File: src/rtl/gyro_fifo_packer.sv
// gyro_fifo_packer: captures a gyro X/Y/Z sample on each rising edge of
// sample_flag and writes it to a 32-bit FIFO as two words:
//   word0 = {x, y}, word1 = {z, tag16}.
// Samples that arrive while a pair is still pending are dropped and counted
// in a saturating counter.
// Optional feature: define GYRO_PACK_SEQ_EN to make tag16 a 16-bit sequence
// number (first pair after reset carries 0x0000); otherwise tag16 is zero.
module gyro_fifo_packer #(
  parameter int unsigned DROP_W = 8
) (
  input  logic              clk,
  input  logic              rst_n,
  input  logic [15:0]       gyro_x,
  input  logic [15:0]       gyro_y,
  input  logic [15:0]       gyro_z,
  input  logic              sample_flag,
  input  logic              fifo_full,
  output logic [31:0]       snd_data,
  output logic              snd_en,
  output logic              busy,
  output logic [DROP_W-1:0] drop_cnt
);

  typedef enum logic [1:0] {
    IDLE  = 2'd0,
    SEND0 = 2'd1,
    SEND1 = 2'd2
  } state_t;

  localparam logic [DROP_W-1:0] DROP_ONE = DROP_W'(1);

  state_t            r_state;
  logic              r_flag_d;
  logic [15:0]       r_x_hold;
  logic [15:0]       r_y_hold;
  logic [15:0]       r_z_hold;
  logic [DROP_W-1:0] r_drop_cnt;
  logic              w_sample_evt;
  logic [15:0]       w_tag;

  assign w_sample_evt = sample_flag & ~r_flag_d;

  // Delayed copy of sample_flag for rising-edge detection
  always_ff @(posedge clk or negedge rst_n) begin
    if (!rst_n) r_flag_d <= 1'b0;
    else        r_flag_d <= sample_flag;
  end

  // Pair-sending state machine with sample capture in IDLE
  always_ff @(posedge clk or negedge rst_n) begin
    if (!rst_n) begin
      r_state  <= IDLE;
      r_x_hold <= '0;
      r_y_hold <= '0;
      r_z_hold <= '0;
    end else begin
      case (r_state)
        IDLE: begin
          if (w_sample_evt) begin
            r_x_hold <= gyro_x;
            r_y_hold <= gyro_y;
            r_z_hold <= gyro_z;
            r_state  <= SEND0;
          end
        end
        SEND0:   if (!fifo_full) r_state <= SEND1;
        SEND1:   if (!fifo_full) r_state <= IDLE;
        default: r_state <= IDLE;
      endcase
    end
  end

  // Saturating count of samples that arrive while a pair is pending,
  // including an edge coinciding with the final word write
  always_ff @(posedge clk or negedge rst_n) begin
    if (!rst_n) begin
      r_drop_cnt <= '0;
    end else if (w_sample_evt && (r_state != IDLE) && (r_drop_cnt != '1)) begin
      r_drop_cnt <= r_drop_cnt + DROP_ONE;
    end
  end

`ifdef GYRO_PACK_SEQ_EN
  logic [15:0] r_seq;

  // Sequence number advances on each completed word1 write
  always_ff @(posedge clk or negedge rst_n) begin
    if (!rst_n) begin
      r_seq <= '0;
    end else if ((r_state == SEND1) && !fifo_full) begin
      r_seq <= r_seq + 16'd1;
    end
  end

  assign w_tag = r_seq;
`else
  assign w_tag = '0;
`endif

  // FIFO write strobe and data, zero whenever no write takes place
  always_comb begin
    snd_en   = 1'b0;
    snd_data = '0;
    case (r_state)
      SEND0: if (!fifo_full) begin
        snd_en   = 1'b1;
        snd_data = {r_x_hold, r_y_hold};
      end
      SEND1: if (!fifo_full) begin
        snd_en   = 1'b1;
        snd_data = {r_z_hold, w_tag};
      end
      default: ;
    endcase
  end

  assign busy     = (r_state != IDLE);
  assign drop_cnt = r_drop_cnt;

endmodule
File: config.mk
export PLATFORM = sky130hd
export DESIGN_NAME = gyro_fifo_packer
export DESIGN_NICKNAME = d
export VERILOG_FILES = /design/src/rtl/gyro_fifo_packer.sv
export SDC_FILE = /design/constraint.sdc
export NUM_CORES = 1
export LEC_CHECK = 0
export CORE_ASPECT_RATIO = 1.5
export CORE_UTILIZATION = 45
export DETAILED_ROUTE_END_ITERATION = 16
export DONT_BUFFER_PORTS = 1
export PLACE_DENSITY_LB_ADDON = 0.1
export SYNTH_ARGS = -nofsm -noshare
export SYNTH_HDL_FRONTEND = slang
export SYNTH_SLANG_ARGS = --single-unit
File: constraint.sdc
create_clock -name clk -period 1.8 [get_ports clk]
set_clock_uncertainty 0.05 [all_clocks]
set_input_delay 0.18 -clock clk [delete_from_list [all_inputs] [get_ports clk]]
set_output_delay 0.18 -clock clk [all_outputs]
set_load 0.02 [all_outputs]
==> impl_metrics.tcl, run 1 <==
set metrics [dict create \
    p_per_area_nw_per_um2 1430 \
    crit_fanout 16 \
    grt_pass1_wl_mm 11.0 \
    peakVddDrop_uv 848 \
    drive_gt1_frac 0.243 \
    cts_buffer_depth 2 \
    path_buf_inv 3 \
    setup_tns_ns -0.749 \
    hold_viol_final 0 \
    synth_warnings 0 \
    synth-main-ff-cell "dfrtp_1" \
    maxSlewViolCount 0 \
    die-area_sq_um 6330 \
    synth_largest_area_cell "dfrtp_1" \
    async_flop_share 1.00 \
    num_rows 34 \
    start_util 0.468 \
    dp_slack_ns -0.0181 \
    tightest_slew_ns 0.325 \
    rsz0062_at_grt "true" \
    grt_overflow 0 \
    crit_chain "inv_2, ha_4, nand2b_4, buf_8, nor2_1, buf_4" \
    hp-class "in -> reg" \
    setup_ws_ns -0.0516 \
    wire_per_inst_microns 14.2 \
    ys_seq_elements 59 \
    fin_crit_ns 1.85 \
    firstDrtPassIters 4 \
    worstSetupPathType "reg -> out" \
    ant_nets 0 \
    area_growth_pct 47.1 \
    synthTopCellsByArea "dfrtp_1 55%, nand2_1 21%, a22oi_1 4.4%, and3_1 3.9%, nor2_1 2.9%" \
    pin_count 94 \
    synth_common_cells "149 x nand2_1, 59 x dfrtp_1, 21 x nor2_1" \
    syn_inst 318 \
    clock_sinks 59 \
    nets 461 \
    seq_area_sq_um 1480 \
    gp_congestion 0.700 \
    die_w_microns 65.3 \
    syn_nets 376 \
    finalSetupViolCount 24 \
    core_sq_um 5790 \
    tritoncts "done" \
    status "finished, violations left" \
    syn_area_per_cell_sq_um 8.51 \
    clock_latency_ns 0.33 \
    required_ns 1.57 \
    numCtsBuffers 9 \
    clockRootBuffer "clkbuf_8" \
    vias 2429 \
    drt-initial-drc-count 70 \
    grt_usage 0.230 \
    num-fill-cells 474 \
    num_antenna_cells 0 \
    multi_input_area_sq_um 1340 \
    synth_top_area_share 0.546 \
    yosysMostFrequentCell "nand2_1" \
    maxSlewHeadroom 0.783 \
    drc 0 \
    antenna_found_initial 0 \
    grt_max_degree 60 \
    drv_cap 0 \
    failed_checks "negative setup slack" \
    crit_slowest_cell "dfrtp_1" \
    h-tree-depth 3 \
    vias_per_cell 5.06 \
    synth-seq-area-share 0.546 \
    io_buffers 0 \
    leakage_nw 1.94 \
    crit_family "buffers and inverters" \
    cp-start-kind "flip-flop" \
    ys_types 30 \
    grt_pass1_vias 2495 \
    clk_pin_slew_ns 0.06 \
    crit_arrival_ns 1.62 \
    syn_area_sq_um 2710 \
    wirelength_mm 6.82 \
    fmax_ghz 0.540 \
    synth_edf_count 0 \
    critPathMaxStageDelay_ns 0.36 \
    die_h_microns 97.0 \
    final.period_utilization 1.03 \
    worstSetupEndpointType "output port" \
    fin_hold_ws_ns 0.0666 \
    post-route-util 0.688 \
    hpwl_mm 4.19 \
]
## layer usage
| layer | part of all wire | track usage | up-vias |
|---|---|---|---|
| met5 | 0 | 0 | - |
| met4 | 0.017 | 0.130 | 0 |
| met3 | 0.047 | 0.0601 | 8 |
| met2 | 0.53 | 0.393 | 67 |
| met1 | 0.41 | 0.248 | 1160 |
| li1 | - | - | 1194 |
## logic make-up after synthesis
| group | count (synthesis) | synth area share |
|---|---|---|
| AOI/OAI and AO/OA | 24 | 0.0643 |
| xor gates and xnor gates | 1 | 0.00324 |
| adders and majority gates | 6 | 0.0277 |
| buffers and inverters | 23 | 0.0324 |
| DFF | 59 | 0.546 |
| muxes | 4 | 0.0176 |
| and+or+nand+nor | 201 | 0.309 |
## report_power, final
part,switching [mW],internal [mW]
logic,1.25,0.953
registers,0.454,1.97
clock network,0.478,0.572
## placed cells by master (no fill, tap or decap), types with 3 or more instances in the layout
master / n
nand2_1: 149
dfrtp_1: 59
dlygate4sd3_1: 50
buf_4: 31
nor2_1: 16
and3_4: 16
clkbuf_8: 11
a22oi_2: 10
a22oi_1: 6
nor2_2: 5
nand3_1: 4
buf_6: 4
inv_2: 3
clkinvlp_4: 3
ha_4: 3
ha_1: 3
clkbuf_1: 3
## flip-flops by register name (all words and copies together) (netlist names)
register and count:
drop_cnt 8, r_flag_d 1, r_state 2, r_x_hold 16, r_y_hold 16, r_z_hold 16
## metrics by stage
step | cells | cell area [sq um] | total power, mW
floorplan | 318 | 2710 | 3.53
global placement | 409 | 3010 | 4.07
detailed placement | 409 | 3010 | 4.13
CTS | 479 | 3890 | 5.56
global route | 480 | 3980 | 6.07
finish | 480 | 3980 | 5.67
## cell type report
| type | instances | area share |
|---|---|---|
| Timing Repair inverter | 2 | 0.00377 |
| Inverter | 6 | 0.00660 |
| Clock buffer | 14 | 0.0409 |
| Timing Repair Buffer | 89 | 0.215 |
| Multi-Input combinational cell | 236 | 0.338 |
| Sequential cell | 59 | 0.371 |
| Tap cell | 72 | 0.0226 |
| Clock inverter | 2 | 0.00251 |
## worst paths after layout
path	start	to	slack (ns)	depth (start not counted)
worst max-delay path	r_state[1]$_DFFE_PN0P_	snd_data[29]	-0.05	6
worst min-delay path	fifo_full	r_state[0]$_DFFE_PN0P_	0.07	2
worst max register to register	r_state[1]$_DFFE_PN0P_	drop_cnt[7]$_DFFE_PN0P_	0.06	6
worst min register to register	r_z_hold[0]$_DFFE_PN0P_	r_z_hold[0]$_DFFE_PN0P_	0.43	2
max in group asynchronous	rst_n	drop_cnt[0]$_DFFE_PN0P_	1.09	2
min in group asynchronous	rst_n	r_y_hold[4]$_DFFE_PN0P_	0.33	2
## repair_timing
action / CTS / global route
endpoints found under the setup margin: 34 / 75
hold endpoints to repair: 108 / 0
hold buffers: 51 / 0
gates resized for setup: 50 / 22
pin swaps: 17 / 5
gates cloned: 2 / 0
setup buffers: 1 / 1
Power figures use the tool's default switching activity.
==> run 2: changes to the inputs <==
CORE_MARGIN = 3   (was unset)
CORE_UTILIZATION = 56   (was 45)
==> run 2 against run 1 <==
The run still ends with negative setup slack left. Global-route usage up 4.0 points. Sequential cell count is the same. Largest cell class unchanged. Worst hold slack improved by 0.0091 ns. Cell count down 1.3%. Combinational power is 3% higher. Wire length is 9.2% higher. Via count up 4.3%. Largest power group unchanged. Highest routed layer unchanged. Utilization up 18 points. Maximum frequency up 2.4%. Die area decreased by 9.7%. Critical path depth did not move. Sequential power is essentially flat.
==> impl_metrics.tcl, run 2 (same netlist as run 1, synthesis figures left out) <==
set metrics [dict create \
    startpoint "r_state[1]$_DFFE_PN0P_" \
    area_growth_pct 46.5 \
    grt_overflow 0 \
    wirelength_mm 7.44 \
    gp_congestion 0.752 \
    clockRootBuffer "clkbuf_8" \
    die-area_sq_um 5720 \
    rr_startpoint "r_state[0]$_DFFE_PN0P_" \
    cts_buffer_depth 2 \
    clock_sinks 59 \
    peakVddDrop_uv 863 \
    cp-endpoint "snd_data[19]" \
    maxSlewHeadroom 0.783 \
    grt_pass1_vias 2513 \
    layout_commonest_cell "nand2_1" \
    intPower_mw 3.51 \
    worstSetupEndpointType "output port" \
    p_switching_mw 2.24 \
    switching_share 0.390 \
    layout_common_cells "149 x nand2_1, 59 x dfrtp_1, 50 x dlygate4sd3_1, 31 x buf_4, 15 x nor2_1" \
    tritoncts "done" \
    antenna_found_initial 0 \
    maxSlewViolCount 0 \
    grt_pass1_wl_mm 12.1 \
    ant_nets 0 \
    pin_count 94 \
    grt_usage 0.270 \
    numCtsBuffers 9 \
    crit_fanout 7 \
    drv_cap 0 \
    required_ns 1.57 \
    failed_checks "negative setup slack" \
    num_antenna_cells 0 \
    drt-initial-drc-count 133 \
    setup_ws_ns -0.00818 \
    crit_arrival_ns 1.58 \
    die_h_microns 91.1 \
    total_power_mw 5.74 \
    rsz0062_at_grt "true" \
    io_buffers 0 \
    fmax_ghz 0.553 \
    worstReg2RegEnd "drop_cnt[7]$_DFFE_PN0P_" \
    status "finished, violations left" \
    tightest_slew_ns 0.325 \
    power.share.sequential 0.420 \
    fin_hold_ws_ns 0.0757 \
    worstSetupPathType "reg -> out" \
    clkPwrFrac 0.185 \
    wire_per_inst_microns 15.7 \
    cp-start-kind "flip-flop" \
    drc 0 \
    die_w_microns 62.8 \
    hold_viol_final 0 \
    hpwl_mm 4.05 \
    clock_latency_ns 0.33 \
    drive_gt1_frac 0.254 \
    combPwrFrac 0.394 \
    h-tree-depth 3 \
    leakage_nw 1.98 \
    finalSetupViolCount 3 \
    final.period_utilization 1.00 \
    vias 2534 \
    grt_max_degree 60 \
    clk_pin_slew_ns 0.07 \
    num_rows 30 \
    core_sq_um 4580 \
    p_per_area_nw_per_um2 1450 \
    fin_crit_ns 1.81 \
    top_regs "r_x_hold: 16 flops, r_y_hold: 16 flops, r_z_hold: 16 flops" \
    hp-class "in -> reg" \
    vias_per_cell 5.35 \
    ff2ff_path_depth 6 \
    start_util 0.591 \
    r2r_slack_ns 0.03 \
    nets 463 \
    firstDrtPassIters 4 \
]
## run 2: cell count changes in the layout (fill, tap and decap cells not counted), sizes merged
cell / change
inv: +1
clkinvlp: -3
buf: +4
## run 2: worst min-delay path by stage
stage	slack, ns	endpoint	cells past startpoint	startpoint
after detailed placement	-0.16	r_y_hold[10]$_DFFE_PN0P_	0	rst_n
after CTS	0.06	r_state[0]$_DFFE_PN0P_	2	fifo_full
after global placement	-0.16	r_y_hold[10]$_DFFE_PN0P_	0	rst_n
after floorplan	-0.17	drop_cnt[0]$_DFFE_PN0P_	0	rst_n
after global routing	0.10	r_state[0]$_DFFE_PN0P_	2	fifo_full
final	0.08	r_state[0]$_DFFE_PN0P_	2	fifo_full
## run 2: area by class of cell
class / instances / area [sq um]
Clock buffer: 14 / 163
Clock inverter: 2 / 10.0
Fill cell: 241 / 616
Inverter: 6 / 25.0
Multi-Input combinational cell: 236 / 1330
Sequential cell: 59 / 1480
Tap cell: 64 / 80.1
Timing Repair Buffer: 93 / 878
## run 2: worst max-delay path, stage by stage (launching register included)
cell,delay [ns]
dfrtp_1,0.40
buf_4,0.16
ha_4,0.18
buf_6,0.14
a22oi_2,0.16
nor2_1,0.07
buf_4,0.15
## run 2: timing repair
action | CTS | global route
gates cloned | 3 | 0
setup endpoints to repair | 34 | 33
hold buffers | 51 | 0
hold endpoints to repair | 108 | 0
buffers inserted | 1 | 2
pin swaps | 0 | 1
resized for setup | 42 | 25
## run 2: routing by layer
metal  track usage  wire, microns
met4         0.105             77
met2         0.484           4130
met5             0              0
met1         0.305           2890
met3        0.0644            342
## run 2: stage by stage
stage | area (sq um) | cells | TNS (ns) | worst slack, ns | utilization
after floorplan | 2710 | 318 | 0 | 0.0171 | -
after global placement | 2990 | 401 | 0 | 0.0627 | 0.653
after detailed placement | 2990 | 401 | 0 | 0.00123 | 0.653
after CTS | 3850 | 472 | -0.0147 | -0.00612 | 0.841
after global routing | 3960 | 474 | -2.12 | -0.130 | 0.866
final | 3960 | 474 | -0.0151 | -0.00818 | 0.866
## run 2: power groups by stage
stage	clock (mW)	sequential [mW]	combinational [mW]
final	1.06	2.41	2.27
after global routing	1.14	2.50	2.50
after CTS	1.08	2.35	2.13
after detailed placement	0	2.36	1.74
after global placement	0	2.34	1.70
after floorplan	0	2.36	1.16
==> run 3: changes to the inputs <==
MAX_ROUTING_LAYER = met4   (was unset)
==> run 3 against run 2 <==
The run still ends with negative setup slack left. Cell count unchanged. Sequential share of layout area barely moved. Die area is the same. Via count decreased by 0.71%. Worst hold slack better by 0.0039 ns. Final area about the same. Non-clock buffer count unchanged. Register-to-register slack barely moved. Clock-buffer cell count did not move. Combinational power is essentially flat. First-iteration DRC count rose by 13%. Utilization increased by 0.082 points.
==> impl_metrics.tcl, run 3 (same netlist as run 1, synthesis figures left out) <==
set metrics [dict create \
    status "finished, violations left" \
    failed_checks "negative setup slack" \
    num_rows 30 \
    maxSlewViolCount 0 \
    worstSetupEndpointType "output port" \
    combPwrFrac 0.394 \
    clk_pin_slew_ns 0.06 \
    cts_buffer_depth 2 \
    start_util 0.591 \
    power.share.sequential 0.421 \
    io_buffers 0 \
    switching_share 0.390 \
    drive_gt1_frac 0.254 \
    hold_viol_final 0 \
    clock_sinks 59 \
    ff2ff_path_depth 6 \
    leakage_nw 1.98 \
    top_regs "r_x_hold: 16 flops, r_y_hold: 16 flops, r_z_hold: 16 flops" \
    num-fill-cells 241 \
    nets 463 \
    intPower_mw 3.51 \
    cp-start-kind "flip-flop" \
    worstReg2RegEnd "drop_cnt[7]$_DFFE_PN0P_" \
    tightest_slew_ns 0.327 \
    tritoncts "done" \
    hpwl_mm 4.05 \
    numCtsBuffers 9 \
    clockRootBuffer "clkbuf_8" \
    rsz0062_at_grt "true" \
    finalSetupViolCount 3 \
    required_ns 1.57 \
    setup_tns_ns -0.0197 \
    place_inst 401 \
    maxSlewHeadroom 0.782 \
    drt-initial-drc-count 150 \
    die_w_microns 62.8 \
    drv_cap 0 \
    cp-endpoint "snd_data[19]" \
    crit_fanout 8 \
    multi_input_area_sq_um 1340 \
    pin_count 94 \
    antenna_found_initial 0 \
    r2r_slack_ns 0.04 \
    p_switching_mw 2.24 \
    hp-class "in -> reg" \
    clkPwrFrac 0.185 \
    wire_per_inst_microns 15.7 \
    die_h_microns 91.1 \
    ant_nets 0 \
    rr_startpoint "r_state[1]$_DFFE_PN0P_" \
    final_cells 474 \
    setup_ws_ns -0.0111 \
    p_per_area_nw_per_um2 1450 \
    grt_pass1_wl_mm 12.1 \
    crit_arrival_ns 1.58 \
    core_sq_um 4580 \
    fin_crit_ns 1.81 \
    post-route-util 0.866 \
    vias_per_cell 5.31 \
    area_growth_pct 46.6 \
    grt_pass1_vias 2522 \
    vias 2516 \
    firstDrtPassIters 4 \
    seq_area_sq_um 1480 \
    grt_usage 0.277 \
    wirelength_mm 7.45 \
    fmax_ghz 0.552 \
    worstSetupPathType "reg -> out" \
    drc 0 \
    clock_latency_ns 0.32 \
    grt_overflow 0 \
    layout_commonest_cell "nand2_1" \
    gp_congestion 0.762 \
    die-area_sq_um 5720 \
    grt_max_degree 60 \
    fin_hold_ws_ns 0.0797 \
    startpoint "r_state[1]$_DFFE_PN0P_" \
    final.period_utilization 1.01 \
    layout_common_cells "149 x nand2_1, 59 x dfrtp_1, 50 x dlygate4sd3_1, 31 x buf_4, 15 x nor2_1" \
    num_antenna_cells 0 \
    h-tree-depth 3 \
    peakVddDrop_uv 861 \
]
-- run 3: power by group through the flow --
| stage | sequential [mW] | combinational, mW | clock, mW |
|---|---|---|---|
| 2_1_floorplan | 2.36 | 1.16 | 0 |
| 6_report | 2.42 | 2.27 | 1.06 |
| 3_5_place_dp | 2.36 | 1.74 | 0 |
| 3_3_place_gp | 2.34 | 1.70 | 0 |
| 5_1_grt | 2.50 | 2.50 | 1.14 |
| 4_1_cts | 2.35 | 2.13 | 1.08 |
-- run 3: how the worst min path moves through the flow --
stage | startpoint | cells after the start | to | slack, ns
floorplan | rst_n | 0 | drop_cnt[0]$_DFFE_PN0P_ | -0.17
global placement | rst_n | 0 | r_y_hold[10]$_DFFE_PN0P_ | -0.16
detailed placement | rst_n | 0 | r_y_hold[10]$_DFFE_PN0P_ | -0.16
CTS | fifo_full | 2 | r_state[0]$_DFFE_PN0P_ | 0.06
global route | fifo_full | 2 | r_state[0]$_DFFE_PN0P_ | 0.11
finish | fifo_full | 2 | r_state[0]$_DFFE_PN0P_ | 0.08
-- run 3: layer usage --
metal,routed length [microns],global-route usage,up-vias
met4,70,0.105,0
met5,0,-,-
met3,334,0.0582,6
li1,-,-,1201
met1,2850,0.309,1229
met2,4190,0.484,80
-- run 3: metrics by stage --
step,power (mW),worst slack (ns),area [sq um]
after floorplan,3.53,0.0171,2710
after global placement,4.03,0.0627,2990
after detailed placement,4.10,0.00123,2990
after CTS,5.57,-0.00612,3850
after global routing,6.14,-0.130,3970
final,5.75,-0.0111,3970
-- run 3: timing repair --
action / in CTS / in global routing
hold endpoints to repair: 108 / 0
hold buffers: 51 / 0
setup buffers: 1 / 2
pin swaps: 0 / 1
gates cloned: 3 / 0
setup endpoints to repair: 34 / 33
gates resized for setup: 42 / 26
-- run 3: critical path, stage by stage (launching register included) --
cell      delay [ns]
dfrtp_1         0.37
inv_2           0.08
ha_4            0.28
nand2b_4        0.08
buf_6           0.15
nor2_1          0.14
buf_4           0.16
-- run 3: layout make-up --
class | instances | area share
flip-flops and latches | 59 | 0.372
multi-input cells | 236 | 0.336
repair buffers | 93 | 0.221
clock buffers | 14 | 0.0410
well taps | 64 | 0.0202
inverters | 6 | 0.00631
clock inverters | 2 | 0.00252
